--- config.mk ---
export PLATFORM = sky130hd
export DESIGN_NAME = multi_clock_divider
export DESIGN_NICKNAME = d
export VERILOG_FILES = /design/src/rtl/clkdiv_pkg.sv /design/src/rtl/clkdiv_channel.sv /design/src/rtl/multi_clock_divider.sv
export SDC_FILE = /design/constraint.sdc
export NUM_CORES = 1
export LEC_CHECK = 0
export ABC_AREA = 0
export CAP_MARGIN = 20
export CORE_AREA = 2 2 154 111
export DETAILED_ROUTE_END_ITERATION = 7
export DIE_AREA = 0 0 156 113
export PLACE_DENSITY = 0.8
export REMOVE_ABC_BUFFERS = 1
export SYNTH_ARGS = -nofsm -noshare
export SYNTH_HDL_FRONTEND = slang
export SYNTH_SLANG_ARGS = --single-unit
--- constraint.sdc ---
create_clock -name clk -period 6.4 [get_ports clk]
set_input_delay 1.28 -clock clk [delete_from_list [all_inputs] [get_ports clk]]
set_output_delay 1.28 -clock clk [all_outputs]
set_load 0.02 [all_outputs]
--- src/rtl/clkdiv_pkg.sv ---
// Shared defaults and helpers for the multi-channel clock divider.
// Optional build macro CLKDIV_GLITCHLESS_UPDATE_EN is interpreted in clkdiv_channel.
package clkdiv_pkg;

  localparam int CLKDIV_CNT_W_DEF = 32;
  localparam int CLKDIV_NCH_DEF   = 4;

  typedef logic [CLKDIV_CNT_W_DEF-1:0] cnt_t;

  // LSB position of channel k's divisor inside the packed div_i bus.
  function automatic int div_lsb(input int k, input int cnt_w);
    return k * cnt_w;
  endfunction

endpackage

--- src/rtl/clkdiv_channel.sv ---
// One divider channel: counter, divisor shadow, slow_clock and tick, all registered.
// Macro CLKDIV_GLITCHLESS_UPDATE_EN: divisor sampled only at period start (shadow register).
module clkdiv_channel
  import clkdiv_pkg::*;
#(
  parameter int CNT_W = CLKDIV_CNT_W_DEF
) (
  input  logic             clk,
  input  logic             rst,
  input  logic             en_i,
  input  logic             sync_i,
  input  logic [CNT_W-1:0] div_i,
  output logic             slow_clock,
  output logic             tick
);

  logic [CNT_W-1:0] cnt_q, cnt_d, eff;
  logic             slow_q, slow_d;
  logic             tick_q, tick_d;
`ifdef CLKDIV_GLITCHLESS_UPDATE_EN
  logic [CNT_W-1:0] shadow_q, shadow_d;
`endif

  always_comb begin
    cnt_d  = cnt_q;
    slow_d = slow_q;
    tick_d = 1'b0;
`ifdef CLKDIV_GLITCHLESS_UPDATE_EN
    shadow_d = shadow_q;
    eff      = (cnt_q == '0) ? div_i : shadow_q;
`else
    eff      = div_i;
`endif
    if (sync_i) begin
      cnt_d  = '0;
      slow_d = 1'b0;
    end else if (en_i) begin
      if (cnt_q == '0) begin
        slow_d = ~slow_q;
        tick_d = 1'b1;
`ifdef CLKDIV_GLITCHLESS_UPDATE_EN
        shadow_d = div_i;
`endif
      end
      // Terminal count wraps cleanly even for the all-ones divisor.
      cnt_d = (cnt_q == eff) ? '0 : cnt_q + CNT_W'(1);
    end
  end

  always_ff @(posedge clk or posedge rst) begin
    if (rst) begin
      cnt_q  <= '0;
      slow_q <= 1'b0;
      tick_q <= 1'b0;
`ifdef CLKDIV_GLITCHLESS_UPDATE_EN
      shadow_q <= '0;
`endif
    end else begin
      cnt_q  <= cnt_d;
      slow_q <= slow_d;
      tick_q <= tick_d;
`ifdef CLKDIV_GLITCHLESS_UPDATE_EN
      shadow_q <= shadow_d;
`endif
    end
  end

  assign slow_clock = slow_q;
  assign tick       = tick_q;

endmodule

--- src/rtl/multi_clock_divider.sv ---
// N_CH independent clock divider channels sharing clock, reset and sync restart.
// Macro CLKDIV_GLITCHLESS_UPDATE_EN selects period-start divisor sampling per channel.
module multi_clock_divider
  import clkdiv_pkg::*;
#(
  parameter int N_CH  = CLKDIV_NCH_DEF,
  parameter int CNT_W = CLKDIV_CNT_W_DEF
) (
  input  logic                  clk,
  input  logic                  rst,
  input  logic [N_CH-1:0]       en_i,
  input  logic                  sync_i,
  input  logic [N_CH*CNT_W-1:0] div_i,
  output logic [N_CH-1:0]       slow_clock,
  output logic [N_CH-1:0]       tick
);

  for (genvar k = 0; k < N_CH; k++) begin : g_ch
    localparam int LSB = div_lsb(k, CNT_W);

    clkdiv_channel #(
      .CNT_W (CNT_W)
    ) u_ch (
      .clk        (clk),
      .rst        (rst),
      .en_i       (en_i[k]),
      .sync_i     (sync_i),
      .div_i      (div_i[LSB +: CNT_W]),
      .slow_clock (slow_clock[k]),
      .tick       (tick[k])
    );
  end

endmodule

# Word-level counts from Yosys, hierarchy flattened
# Index checks and enable logic that the tools add are counted.
# W data, S select, Z words.
# totals
regBits,136
in_bits,135
out_inout_bits,8
# classes
n_addsub,4
eq_ne,4
muxes,36
n_bitwise,4
n_reduce_logical,16
# ops
operator,count
$mux W32,12
$add A32 B1 Y32 const B,4
$eq A32 B32 Y1,4
$logic_not A32 Y1,4
$mux W1,24
$reduce_bool A2 Y1,8
$reduce_and A2 Y1,4
$not A1 Y1,4

# Logic depth before layout (Yosys ltp)
# Gate-level depths: netlist of run 1.
# logic_depth
ltp_word,4
mapped_depth,9

# Modules after synthesis
# From an unflattened synthesis of run 1, not the netlist that was laid out.
# hier_totals
hier_cells,984
area_unflattened_um2,8763.4
# modules_own_cells
mod,instances,cells_per_inst,area_each_um2,seq_area_each_um2
clkdiv_channel,4,246,2190.9,850.8

# Least setup slack after synthesis of run 1
# OpenSTA, ideal clock, no wires.
# synth_timing
path_kind,input -> register
from,input port div_i[25]
to,register g_ch[0].u_ch.cnt_q[19]
setup_time_ps,126
arrival_ps,2796
t_required_ps,6274
setup_slack_ps,3478
stages,7
n_path_buf,1
path_cell_list,xor2_1 -> nor4_1 -> nand4_1 -> o21ai_1 -> clkbuf_1 -> nor2_1 -> a221o_1
# synth_via
elab_chain_cells,4
# synth_rtl
element,line_no,source
from (decl),multi_clock_divider.sv:13,"input logic [N_CH*CNT_W-1:0] div_i,"
$eq A32 B32 Y1,clkdiv_channel.sv:46,cnt_d = (cnt_q == eff) ? '0 : cnt_q + CNT_W'(1);
$mux W32,clkdiv_channel.sv:46,
$mux W32,clkdiv_channel.sv:37,end else if (en_i) begin
$mux W32,clkdiv_channel.sv:34,if (sync_i) begin
to (signal assigned),clkdiv_channel.sv:59,cnt_q <= cnt_d;
to (decl),clkdiv_channel.sv:17,"logic [CNT_W-1:0] cnt_q, cnt_d, eff;"
# Every way passes these cells. The select of a mux whose other input is x is not followed.
# A chain may end at the register's enable or synchronous reset.

# Worst setup path after layout of run 1
# layout_timing
from,input port div_i[16]
to,register g_ch[0].u_ch.cnt_q[20]
# Same word-level chain as after synthesis.

==> summary.md, run 1 <==
| Metric | Value |
|---|---|
| Initial DRC Count | `about 640` |
| Sink Count | `between 100 and 150` |
| Setup TNS | `0 ns` |
| Final std cells w/o fill | `approximately 1300` |
| Layout cells sized above 1 | `0.05664` |
| Mapped Avg Cell Area | `between 9 and 10 um^2` |
| Largest net degree at the start of global routing | `87` |
| Routed vias/inst | `5.799` |
| Die Height | `about 110 um` |
| Drt wl/cell | `around 17 um` |
| RePlAce Congestion | `roughly 0.93` |
| Peak supply drop | `roughly 0.13 mV` |
| Number of global-route vias before repair | `roughly 7000` |
| Final worst-path cycle share | `0.6071` |
| Cells after synthesis | `about 960` |
| Critical Path AT | `roughly 4.2 ns` |
| Synthesized flop and latch total | `around 140` |
| Die ar. | `approximately 0.018 mm^2` |
| Asr flop ratio synth | `1.000` |
| Most used DFF post-synth | `dfrtp_1` |
| CP Capture Type | `flop` |
| Fin crit period | `3.885 ns` |
| Global Route met2 Usage | `0.3914` |
| Relative slew slack | `0.2841` |
| RSZ-0062 raised after global routing | `false` |
| Post-Syn Area | `just under 0.009 mm^2` |
| Remaining DRCs | `0` |
| Setup Buffers After CTS | `0` |
| Yosys top cell by area | `dfrtp_1` |
| Number of flops mapped to enable cells by yosys | `0` |
| Core area | `roughly 0.016 mm^2` |
| H-tree Lvls | `4` |
| Tot GR Track Use | `0.2577` |
| Max Transition Viols Final | `0` |
| Max Fclk | `approximately 0.26 GHz` |
| Clk Latency, worst-skew pair | `between 0.4 and 0.5 ns` |
| Final hold vios | `0` |
| CTS buffer count | `17` |
| Busiest grt layer | `met2` |
| Area share of the largest cell type after synthesis | `0.3924` |
| Setup violations, final | `0` |
| CTS max path bufs | `2` |
| Commonest cells in the netlist | `194 x xor2_1, 142 x nor2_1, 136 x dfrtp_1, 66 x nor4_1, 61 x nand2_1` |
| Yosys warns | `0` |
| Post-Route Skew | `0.01188 ns` |
| Static leakage | `approximately 4.7 nW` |
| CTS root buffer | `clkbuf_16` |
| DP Wirelength | `between 15000 and 20000 um` |
| CP Launch Point | `div_i[16]` |
| Worst Tran Pin Value | `approximately 1.1 ns` |
| Routed WL | `~22000 um` |
| Final Util | `0.6649` |
| Cell variety after synth | `53` |
| CP Buf/Inv Count | `1` |
| Synth area leaders | `dfrtp_1 39%, xor2_1 20%, nor2_1 6.1%` |
| Worst-path maximum fanout | `16` |
| Placed inst area | `a little over 0.01 mm^2` |
| Pwr/cell area | `192.0 mW/mm^2` |
| Filler cell count in the final layout | `about 1300` |
| TritonRoute pass-1 iters | `7` |
| Post-CTS Hold Buffers | `0` |
| # rows | `39` |
| Sequential fraction of the synthesis area | `0.3924` |
| Required @ worst endpoint | `6.70 ns` |
| Starting density of the core | `0.5403` |
| M3 GR Usage | `0.05362` |
| Slowest stage delay, CP | `about 0.85 ns` |
| Synth-to-layout area growth | `23.07%` |
| Post-route antenna net violation count | `0` |
| Crit path launch type | `input pin` |
| Post_cts resized | `0` |
| Worst min path class | `reg -> reg` |
| R2R Path Start | `g_ch[0].u_ch.cnt_q[4]` |
| Worst-path clk slew | `~0.060 ns` |
| CTS tree | `built` |
| Initial antenna violation count | `0` |
| Min-delay src | `g_ch[2].u_ch.slow_clock` |
| IO Port Bufs | `about 140` |
| Width of the chip | `156 um` |
| Io pins | `143` |
| CP top delay family | `simple AND/OR/NAND/NOR gates` |
| Slowest-stage cell, CP | `nor2_1` |
| Final instance area | `0.01067 mm^2` |
| Setup CP Type | `in -> reg` |
| Met1 Use GR | `0.3846` |
| Top-count cell post-synth | `xor2_1` |
| Status | `finished clean` |
| Total congestion overflow | `0` |
| Worst-path cell chain | `clkdlybuf4s50_1 > xor2_1 > nor4_1 > nand4_1 > nor2_1 > nor2b_1 > a221o_1` |
| Net count, final | `between 1000 and 1500` |
| Placed insts | `between 1000 and 1500` |
| Ant. Diodes | `0` |
| Vias | `about 7400` |
| First-pass GRT wire length | `roughly 36000 um` |
| Max-cap viol count | `0` |
==> routing by layer <==
layer  wire length (um)  vias to the layer above
met5                  0                        -
met4                212                        0
met3               1773                       21
met2               9819                      317
met1              10360                     3596
li1                   -                     3500
==> layout by cell type, fill, tap and decap left out, types with 4 or more instances in the layout <==
| cell | n |
|---|---|
| nand2_1 | 61 |
| nand3_1 | 36 |
| nor3_1 | 25 |
| clkinvlp_4 | 4 |
| buf_4 | 5 |
| xor2_1 | 194 |
| a211oi_1 | 14 |
| nand2b_1 | 4 |
| or2_2 | 4 |
| mux2_2 | 4 |
| a21o_1 | 4 |
| inv_1 | 23 |
| dfrtp_1 | 136 |
| and3_1 | 14 |
| nand4_1 | 46 |
| clkbuf_16 | 17 |
| clkdlybuf4s50_1 | 141 |
| xnor2_1 | 42 |
| clkinv_4 | 4 |
| nor2_1 | 142 |
| a22o_1 | 6 |
| o21ai_0 | 11 |
| a221o_1 | 7 |
| and4_1 | 8 |
| ha_1 | 8 |
| nor4_1 | 66 |
==> tightest hold or removal path, cell delays in order, from the launching register on <==
cell and delay, ns:
dfrtp_1 0.36, xnor2_1 0.08, nor2_1 0.07
==> area by class of cell <==
type                       instances  area, um^2  area share
clock buffer                      19       442.9     0.04150
clock inverter                    13       122.6     0.01149
inverter                          24       95.09    0.008909
multi-input combinational        736        4870      0.4562
sequential                       136        3403      0.3188
tap                              205       256.5     0.02403
timing repair buffer             149        1484      0.1390
==> where the power goes <==
group	switching [mW]	leakage [nW]	internal, mW	total (mW)
Combinational	0.106	2.56	0.122	0.228
Sequential	0.0120	1.89	0.870	0.882
Clock	0.392	0.266	0.548	0.940
==> metrics by stage <==
step	hold slack [ns]	setup slack (ns)	total power, mW
floorplan	0.5339	1.481	0.9822
global placement	0.5304	2.274	1.118
detailed placement	0.5436	2.206	1.123
CTS	0.5590	2.622	2.061
global route	0.5935	2.317	2.123
finish	0.5525	2.515	2.049
==> kinds of logic (layout without fill, tap and decap cells) <==
logic type | count (synthesis) | count (layout) | synth area share
simple gates | 432 | 432 | 0.2549
xor+xnor | 236 | 236 | 0.2383
flops | 136 | 136 | 0.3924
buf+inv | 84 | 205 | 0.04934
compound gates | 56 | 56 | 0.04833
fa+ha+maj | 8 | 8 | 0.01154
mux | 4 | 4 | 0.005193
==> path summary, 6_finish.rpt <==
| kind | endpoint | slack (ns) | depth (start not counted) |
|---|---|---|---|
| worst min register to register | g_ch[2].u_ch.slow_clock | 0.55 | 2 |
| min in group asynchronous | g_ch[1].u_ch.tick | 1.38 | 2 |
| worst min-delay path | g_ch[2].u_ch.slow_clock | 0.55 | 2 |
| worst max register to register | g_ch[0].u_ch.cnt_q[20] | 3.24 | 6 |
| max in group asynchronous | g_ch[3].u_ch.cnt_q[17] | 3.84 | 3 |
| worst max-delay path | g_ch[0].u_ch.cnt_q[20] | 2.51 | 7 |
==> sequential cells by signal (all words and copies together), names as in the netlist <==
register              cells
g_ch.u_ch.cnt_q         128
g_ch.u_ch.slow_clock      4
g_ch.u_ch.tick            4
(Power assumes the default switching activity.)
==> run 2: changes to the inputs <==
--- a/config.mk
+++ b/config.mk
@@ -7,10 +7,10 @@
 export LEC_CHECK = 0
 export ABC_AREA = 0
 export CAP_MARGIN = 20
-export CORE_AREA = 2 2 154 111
+export CORE_AREA = 2 2 163 117
 export DETAILED_ROUTE_END_ITERATION = 7
-export DIE_AREA = 0 0 156 113
-export PLACE_DENSITY = 0.8
+export DIE_AREA = 0 0 165 119
+export PLACE_DENSITY = 0.76
 export REMOVE_ABC_BUFFERS = 1
 export SYNTH_ARGS = -nofsm -noshare
 export SYNTH_HDL_FRONTEND = slang
==> constraint.sdc (replaced) <==
create_clock -name clk -period 3.1 [get_ports clk]
set_input_delay 0.62 -clock clk [delete_from_list [all_inputs] [get_ports clk]]
set_output_delay 0.62 -clock clk [all_outputs]
set_load 0.02 [all_outputs]
==> summary.md, run 2 (synthesis gave the netlist of run 1 again) <==
| Metric | Value |
|---|---|
| Status | `finished clean` |
| Clk Latency, worst-skew pair | `0.42 ns (about the same)` |
| Ant. Diodes | `0 (unchanged)` |
| RSZ-0062 raised after global routing | `false` |
| Initial antenna violation count | `0 (unchanged)` |
| CTS root buffer | `clkbuf_16` |
| DP Wirelength | `16640 um (+2.3%)` |
| Final worst-path cycle share | `0.8276` |
| Post-route antenna net violation count | `0 (unchanged)` |
| Starting density of the core | `0.4729 (-0.06734)` |
| Setup Buffers After CTS | `0 (unchanged)` |
| TritonRoute pass-1 iters | `5 (-2)` |
| CP Launch Point | `g_ch[0].u_ch.cnt_q[7]` |
| Layout cells sized above 1 | `0.06874 (+0.01211)` |
| R2R Path Start | `g_ch[0].u_ch.cnt_q[7]` |
| Filler cell count in the final layout | `1564 (+23%)` |
| RePlAce Congestion | `0.9111 (-2.0%)` |
| Sink Count | `136 (unchanged)` |
| Relative slew slack | `0.4633 (+0.1792)` |
| Total congestion overflow | `0 (unchanged)` |
| Initial DRC Count | `679 (+5.9%)` |
| Setup violations, final | `0 (unchanged)` |
| Drt wl/cell | `16.87 um (-2.4%)` |
| Required @ worst endpoint | `3.40 ns (-3.30 ns)` |
| Most common cell after layout, fill and taps aside | `xor2_1` |
| Peak supply drop | `0.3152 mV (+150%)` |
| Crit path launch type | `flop` |
| Worst-path clk slew | `0.06 ns (about the same)` |
| Static leakage | `4.857 nW (+2.9%)` |
| Core area | `0.01834 mm^2 (+14%)` |
| CTS buffer count | `17 (unchanged)` |
| Max-cap viol count | `0 (unchanged)` |
| Final hold vios | `0 (unchanged)` |
| Setup CP Type | `reg -> reg` |
| Pwr/cell area | `423.1 mW/mm^2 (+120%)` |
| First-pass GRT wire length | `35760 um (-1.0%)` |
| # rows | `42 (+7.7%)` |
| Width of the chip | `165 um (+5.8%)` |
| CTS tree | `built` |
| Critical Path AT | `2.86 ns (-1.32 ns)` |
| Number of global-route vias before repair | `7011 (-2.0%)` |
| Io pins | `143 (unchanged)` |
| Die Height | `119 um (+5.3%)` |
| Remaining DRCs | `0 (unchanged)` |
| Max FFs per register | `128 (unchanged)` |
| Vias | `7448 (+0.19%)` |
| Routed WL | `22490 um (+1.5%)` |
| Worst min path class | `reg -> reg` |
| Max Transition Viols Final | `0 (unchanged)` |
| Min-delay src | `g_ch[1].u_ch.slow_clock` |
| Area of the multi-input gates | `0.004870 mm^2 (unchanged)` |
| Post-CTS Hold Buffers | `0 (unchanged)` |
| Largest net degree at the start of global routing | `88 (+1.1%)` |
| Fin crit period | `2.566 ns` |
| Final std cells w/o fill | `1333 (+4.0%)` |
| Placed insts | `1302 (+4.5%)` |
| Max Fclk | `a little under 0.4 GHz` |
| IO Port Bufs | `142 (unchanged)` |
| Seq. cell area | `0.003403 mm^2 (unchanged)` |
| Worst-path maximum fanout | `6 (-10)` |
| Net count, final | `1222 (+1.2%)` |
| Routed vias/inst | `5.587 (-3.6%)` |
| Tot GR Track Use | `0.2342 (-0.02346)` |
| Die ar. | `0.01964 mm^2 (+11%)` |
| Post_cts resized | `0 (unchanged)` |
| CP Capture Type | `flop` |
| Final Util | `0.5967 (-0.06813)` |
| Post-Route Skew | `0.009562 ns (-0.002316 ns)` |
| Synth-to-layout area growth | `26.18%` |
| Largest Register | `g_ch.u_ch.cnt_q` |
| H-tree Lvls | `4 (unchanged)` |
| CTS max path bufs | `2 (unchanged)` |
| Most frequent cells in the layout | `194 x xor2_1, 142 x nor2_1, 141 x clkdlybuf4s50_1` |
| Worst Tran Pin Value | `0.8050 ns (-0.2648 ns)` |
-- run 2: cell types whose count changed in the layout (fill, tap and decap cells not counted), sizes merged --
cell	before	now
buf	8	23
bufinv	1	6
clkinvlp	4	1
inv	26	24
clkinv	6	5
-- run 2: per-layer routing --
metal  global-route usage  wire [um]
met4              0.06630        330
met1               0.3562      10810
met5                    0          0
met2               0.3310       9628
met3              0.05329       1717
-- run 2: worst paths after layout --
kind / endpoint / slack, ns / cells after the start
min in group asynchronous: g_ch[1].u_ch.tick / 0.75 / 2
setup / recovery: g_ch[0].u_ch.cnt_q[31] / 0.53 / 6
hold reg to reg: g_ch[1].u_ch.slow_clock / 0.55 / 2
hold / removal: g_ch[1].u_ch.slow_clock / 0.55 / 2
max in group asynchronous: g_ch[3].u_ch.cnt_q[29] / 1.64 / 3
setup reg to reg: g_ch[0].u_ch.cnt_q[31] / 0.53 / 6
-- run 2: report_power, final --
part / leakage, nW / internal [mW] / total [mW] / switching [mW]
combinational: 2.64 / 0.260 / 0.485 / 0.225
clock: 0.323 / 1.53 / 2.33 / 0.799
sequential: 1.89 / 1.80 / 1.82 / 0.0239
total: 4.86 / 3.58 / 4.63 / 1.05
-- run 2: stage by stage --
stage                     total power [mW]  hold slack, ns  instance area, um^2  setup slack, ns  setup TNS [ns]
final                                4.631          0.5495                10940           0.5344               0
after global routing                 4.793          0.5759                10940           0.5014               0
after CTS                            4.669          0.5608                10940           0.5785               0
after detailed placement             2.338          0.5421                10280           0.1831               0
after global placement               2.331          0.5281                10280           0.2543               0
after floorplan                      2.028          0.5339                 8335           -1.159         -160.04
-- run 2: worst max-delay path: stages, from the launching register on --
cell and delay, ns:
dfrtp_1 0.51, nand4_1 0.25, nor4_4 0.54, nand2_4 0.12, or4_4 0.55, and4b_1 0.21, a221o_1 0.26
-- run 2: cell type report --
class / instances / share of cell area
repair buffers: 164 / 0.1468
clock buffers: 19 / 0.04047
flip-flops and latches: 136 / 0.3110
well taps: 242 / 0.02767
clock inverters: 12 / 0.02046
inverters: 24 / 0.008689
multi-input cells: 736 / 0.4450
